$ cat src/rtl/addsub_nibble_seq.sv
// Nibble-serial add/subtract sequencer: one 4-bit slice is reused once per cycle,
// least-significant nibble first, with the inter-nibble carry held in a register.
module addsub_nibble_seq #(
    parameter int WIDTH = 32
) (
    input  logic             i_clk,
    input  logic             i_reset,
    input  logic             i_valid,
    output logic             o_ready,
    input  logic [WIDTH-1:0] i_a,
    input  logic [WIDTH-1:0] i_b,
    input  logic             i_sub,
    output logic             o_valid,
    input  logic             i_ready,
    output logic [WIDTH-1:0] o_result,
    output logic             o_cout,
    output logic             o_ovf,
    output logic             o_zero,
    output logic             o_busy
);

    localparam int NIBBLES = WIDTH / 4;
    localparam int KW = (NIBBLES > 1) ? $clog2(NIBBLES) : 1;
    localparam logic [KW-1:0] LAST_K = KW'(NIBBLES - 1);

    typedef enum logic [1:0] {
        IDLE,
        RUN,
        DONE
    } state_t;

    state_t           r_state;
    state_t           w_nextState;
    logic [WIDTH-1:0] r_a;
    logic [WIDTH-1:0] r_b;
    logic             r_sub;
    logic [KW-1:0]    r_k;
    logic             r_c;
    logic [WIDTH-1:0] r_result;
    logic             r_cout;
    logic             r_ovf;
    logic             r_zero;

    logic [3:0]       w_aNib;
    logic [3:0]       w_bNib;
    logic [3:0]       w_low;
    logic             w_c3;
    logic [3:0]       w_sum;
    logic             w_cNext;
    logic             w_lastNib;

    always_ff @(posedge i_clk) begin
        if (i_reset) begin
            r_state <= IDLE;
        end else begin
            r_state <= w_nextState;
        end
    end

    always_comb begin
        w_nextState = r_state;
        o_ready     = 1'b0;
        o_valid     = 1'b0;
        o_busy      = 1'b0;
        case (r_state)
            IDLE: begin
                o_ready = 1'b1;
                if (i_valid) begin
                    w_nextState = RUN;
                end
            end
            RUN: begin
                o_busy = 1'b1;
                if (w_lastNib) begin
                    w_nextState = DONE;
                end
            end
            DONE: begin
                o_busy  = 1'b1;
                o_valid = 1'b1;
                if (i_ready) begin
                    w_nextState = IDLE;
                end
            end
            default: w_nextState = IDLE;
        endcase
    end

    // The slice is split at bit 2 so the carry into the top bit of the word
    // (needed for signed overflow) is visible during the last nibble.
    always_comb begin
        w_lastNib = (r_k == LAST_K);
        w_aNib    = r_a[{r_k, 2'b00} +: 4];
        w_bNib    = r_b[{r_k, 2'b00} +: 4] ^ {4{r_sub}};
        w_low     = {1'b0, w_aNib[2:0]} + {1'b0, w_bNib[2:0]} + {3'b000, r_c};
        w_c3      = w_low[3];
        w_sum     = {w_aNib[3] ^ w_bNib[3] ^ w_c3, w_low[2:0]};
        w_cNext   = (w_aNib[3] & w_bNib[3]) | (w_aNib[3] & w_c3) | (w_bNib[3] & w_c3);
    end

    always_ff @(posedge i_clk) begin
        if (i_reset) begin
            r_a      <= '0;
            r_b      <= '0;
            r_sub    <= 1'b0;
            r_k      <= '0;
            r_c      <= 1'b0;
            r_result <= '0;
            r_cout   <= 1'b0;
            r_ovf    <= 1'b0;
            r_zero   <= 1'b0;
        end else begin
            case (r_state)
                IDLE: begin
                    if (i_valid) begin
                        r_a      <= i_a;
                        r_b      <= i_b;
                        r_sub    <= i_sub;
                        r_k      <= '0;
                        r_c      <= i_sub;
                        r_result <= '0;
                        r_cout   <= 1'b0;
                        r_ovf    <= 1'b0;
                        r_zero   <= 1'b0;
                    end
                end
                RUN: begin
                    r_result[{r_k, 2'b00} +: 4] <= w_sum;
                    r_c                         <= w_cNext;
                    if (w_lastNib) begin
                        // Lower nibbles are already final, so zero can be judged here.
                        r_k    <= '0;
                        r_cout <= w_cNext ^ r_sub;
                        r_ovf  <= w_c3 ^ w_cNext;
                        r_zero <= ({w_sum, r_result[WIDTH-5:0]} == '0);
                    end else begin
                        r_k <= r_k + 1'b1;
                    end
                end
                default: begin
                end
            endcase
        end
    end

    assign o_result = r_result;
    assign o_cout   = r_cout;
    assign o_ovf    = r_ovf;
    assign o_zero   = r_zero;

endmodule

$ cat config.mk
export PLATFORM = sky130hd
export DESIGN_NAME = addsub_nibble_seq
export DESIGN_NICKNAME = d
export VERILOG_FILES = /design/src/rtl/addsub_nibble_seq.sv
export SDC_FILE = /design/constraint.sdc
export NUM_CORES = 1
export LEC_CHECK = 0
export ABC_AREA = 1
export CAP_MARGIN = 40
export CORE_UTILIZATION = 35
export DETAILED_ROUTE_END_ITERATION = 16
export PLACE_DENSITY = 0.57
export SYNTH_ARGS = -nofsm -noshare
export SYNTH_HDL_FRONTEND = slang
export SYNTH_SLANG_ARGS = --single-unit
$ cat constraint.sdc
create_clock -name i_clk -period 3.7 [get_ports i_clk]
set_input_delay 0.74 -clock i_clk [delete_from_list [all_inputs] [get_ports i_clk]]
set_output_delay 0.74 -clock i_clk [all_outputs]
set_load 0.05 [all_outputs]
==> impl_results.md <==
* Run status: completed
* CTS-repair resized insts at 0
* First-pass GRT wire length at 22330 µm
* Syn Nets at 835
* Most common cell after layout, fill and taps aside: nor2_1
* Residual DRC at 0
* Post-synthesis sequential area ratio at 0.4053
* WS Path Type: flip-flop to flip-flop
* Layout cells sized above 1 at 0.08462
* WHS Path Cells at 2
* Peak Freq at 0.3345 GHz
* Drt pass-1 iters at 4
* Cells after Synth at 751
* CTS sink cnt at 106
* Fin Setup TNS at 0 ns
* Post-cts hold buffer count at 0
* Worst min path class: flip-flop to flip-flop
* Vias at 4837
* Worst R2R End: o_result[27]$_SDFFE_PP0P_
* Synth cell types at 33
* Final ANT Viol Nets at 0
* Setup crit end kind: flip-flop
* Clock Latency Late Sink at 0.35 ns
* Die area at 15450 µm²
* Startpoint Class: flip-flop
* Fin crit share at 0.8081
* Footprint of the multi-input gates at 2685 µm²
* Buffers on Ports at 106
* # fillers at 1464
* Slew margin rel. at 0.4439
* Routed vias/inst at 4.728
* Reg clk slew, reported paths at 0.07 ns
* Final-report hold violation count at 0
* Worst R2R Start: r_k[0]$_SDFFE_PP0P_
* Crit path max fanout at 44
* Setup Skew at 0.007056 ns
* Final setup fails at 0
* CTS tree: built
* Reg2Reg Setup Slack at 0.71 ns
* VDD IR max at 0.2690 mV
* RSZ-0062 raised after global routing: no
* Die width at 124.3 µm
* Tmin final at 2.990 ns
* Pwr/cell area at 611.9 nW/µm²
* CTS H-tree lvls at 3
* Number of synthesized flops with an enable pin at 0
* #FFs+latches synth at 106
* Final worst slack at 0.7102 ns
* Most frequent cells in the layout: 211 x nor2_1, 120 x nand2_1, 106 x clkdlybuf4s50_1
* Pins over their slew limit at 0
* Io pins at 107
* Die height at 124.3 µm
* Mapped cell area at 5236 µm²
* Area leader, netlist: dfxtp_1
* Initial antenna violation count at 0
* Top_reg_cell synth: dfxtp_1
* Largest net degree at the start of global routing at 70
* P_leak at 0.002607 µW
* Setup Buffers After CTS at 0
* Root Buffer: clkbuf_16
* Vias in the first global route at 4608
* Starting DRC count in detailed routing at 279
* Slew of the pin with the lowest slew margin at 0.8312 ns
* Ranking of synthesized cells by area: dfxtp_1 41%, nor2_1 15%, o21ai_0 9.6%
* P&R area growth vs syn at 27.17%
* CP Data Required Time at 3.99 ns
* R2R cell count at 18
* Reg area at 2123 µm²
* CORE AREA at 14590 µm²
* GPL Wtd Cong at 0.8361
* CP Data Arrival Time at 3.28 ns
* GRT Total Usage at 0.1785
* FP Rows at 44
* Nets@finish at 918
* CTS Buffer Depth at 2
* Syn. warnings at 0
* Max Cap Viol at 0
* FFs w/ async S/R, synth at 0
* Post-synth top area share at 0.4053
* Num CTS Buffers at 9
* Drt total wl at 13370 µm
* Worst Min Path Start: o_result[29]$_SDFFE_PP0P_
* Final HPWL DP at 9894 µm
* DR WL/cell at 13.06 µm
* Diode count at 0
* Post-place setup slack at 0.7425 ns
* Avg Cell Area, Syn at 6.972 µm²
* Hold endpoint: o_result[29]$_SDFFE_PP0P_
* Initial Util at 0.3589
* Total gr overflow at 0
-- flip-flops by register name (all words and copies together), names as in the netlist --
register / cells
o_cout: 1
o_ovf: 1
o_result: 32
o_zero: 1
r_a: 32
r_b: 32
r_c: 1
r_k: 3
r_state: 2
r_sub: 1
-- routing by layer --
metal / routed length [µm] / GRT usage
met1: 6223 / 0.2224
met2: 6367 / 0.3019
met3: 553 / 0.03565
met4: 219 / 0.06875
met5: 0 / 0
-- power by group --
| part | switching (µW) | internal (µW) |
|---|---|---|
| logic | 1110 | 572 |
| registers | 107 | 1310 |
| clock network | 443 | 531 |
-- cell families (layout without fill, tap and decap cells) --
| family | after synthesis | count (layout) | synth area share |
|---|---|---|---|
| xor gates and xnor gates | 1 | 1 | 0.001673 |
| AOI/OAI and AO/OA | 158 | 158 | 0.1603 |
| DFF | 106 | 106 | 0.4053 |
| and+or+nand+nor | 388 | 388 | 0.3106 |
| buffers and inverters | 83 | 171 | 0.08196 |
| adders and majority gates | 15 | 15 | 0.04014 |
-- cell usage after synthesis, types with 2 or more instances --
cell / n
nand4_1: 4
nor2_4: 4
buf_6: 5
buf_4: 6
inv_1: 34
ha_1: 12
a21oi_2: 8
o21ai_0: 100
clkbuf_2: 2
nor2_2: 7
o22ai_1: 5
o211ai_1: 2
fa_1: 3
nand2_1: 120
nand3_1: 23
dfxtp_1: 106
buf_2: 13
o21ai_1: 5
nor2_1: 211
a21oi_1: 35
nand3_4: 2
clkbuf_1: 14
inv_2: 4
inv_8: 2
nand2_2: 16
-- worst max path at each step --
stage | from | cells past startpoint | slack, ns | endpoint
after floorplan | r_k[0]$_SDFFE_PP0P_ | 17 | 1.00 | o_result[15]$_SDFFE_PP0P_
after global placement | r_k[0]$_SDFFE_PP0P_ | 17 | 0.79 | o_result[15]$_SDFFE_PP0P_
after detailed placement | r_k[0]$_SDFFE_PP0P_ | 17 | 0.74 | o_result[27]$_SDFFE_PP0P_
after CTS | r_k[0]$_SDFFE_PP0P_ | 17 | 0.73 | o_result[27]$_SDFFE_PP0P_
after global routing | r_k[0]$_SDFFE_PP0P_ | 17 | 0.38 | o_result[11]$_SDFFE_PP0P_
final | r_k[0]$_SDFFE_PP0P_ | 18 | 0.71 | o_result[27]$_SDFFE_PP0P_
-- metrics by stage --
| stage | hold WS, ns | utilization | cells | area, µm² | power [µW] |
|---|---|---|---|---|---|
| after floorplan | 0.4289 | - | 751 | 5236 | 2714 |
| final | 0.4653 | 0.4564 | 1023 | 6659 | 4074 |
| after global routing | 0.4995 | 0.4564 | 1023 | 6659 | 4399 |
| after CTS | 0.4693 | 0.4564 | 1023 | 6659 | 4110 |
| after detailed placement | 0.4593 | 0.4358 | 1007 | 6357 | 3135 |
| after global placement | 0.4556 | 0.4358 | 1007 | 6357 | 3110 |
-- final cells by class --
class | count | area share
clock buffers | 9 | 0.03382
clock inverters | 7 | 0.01146
inverters | 42 | 0.02706
multi-input cells | 562 | 0.4032
flip-flops and latches | 106 | 0.3189
well taps | 184 | 0.03457
repair buffers | 113 | 0.1710
-- worst max-delay path, stage by stage, from the launching register on --
cell and delay (ns):
dfxtp_2 0.39, buf_12 0.24, nor2_1 0.07, nor2_1 0.08, o21ai_0 0.08, nand3_1 0.14, nand2_1 0.08, nand2_1 0.06
nand2_1 0.06, ha_1 0.27, nand2_1 0.07, nand2_1 0.05, a21oi_1 0.16, inv_1 0.09, fa_1 0.56, nand3_1 0.13
nor2_1 0.18, nand2_1 0.07, a21oi_1 0.14
Note: power is estimated with default switching activity, not from simulation.
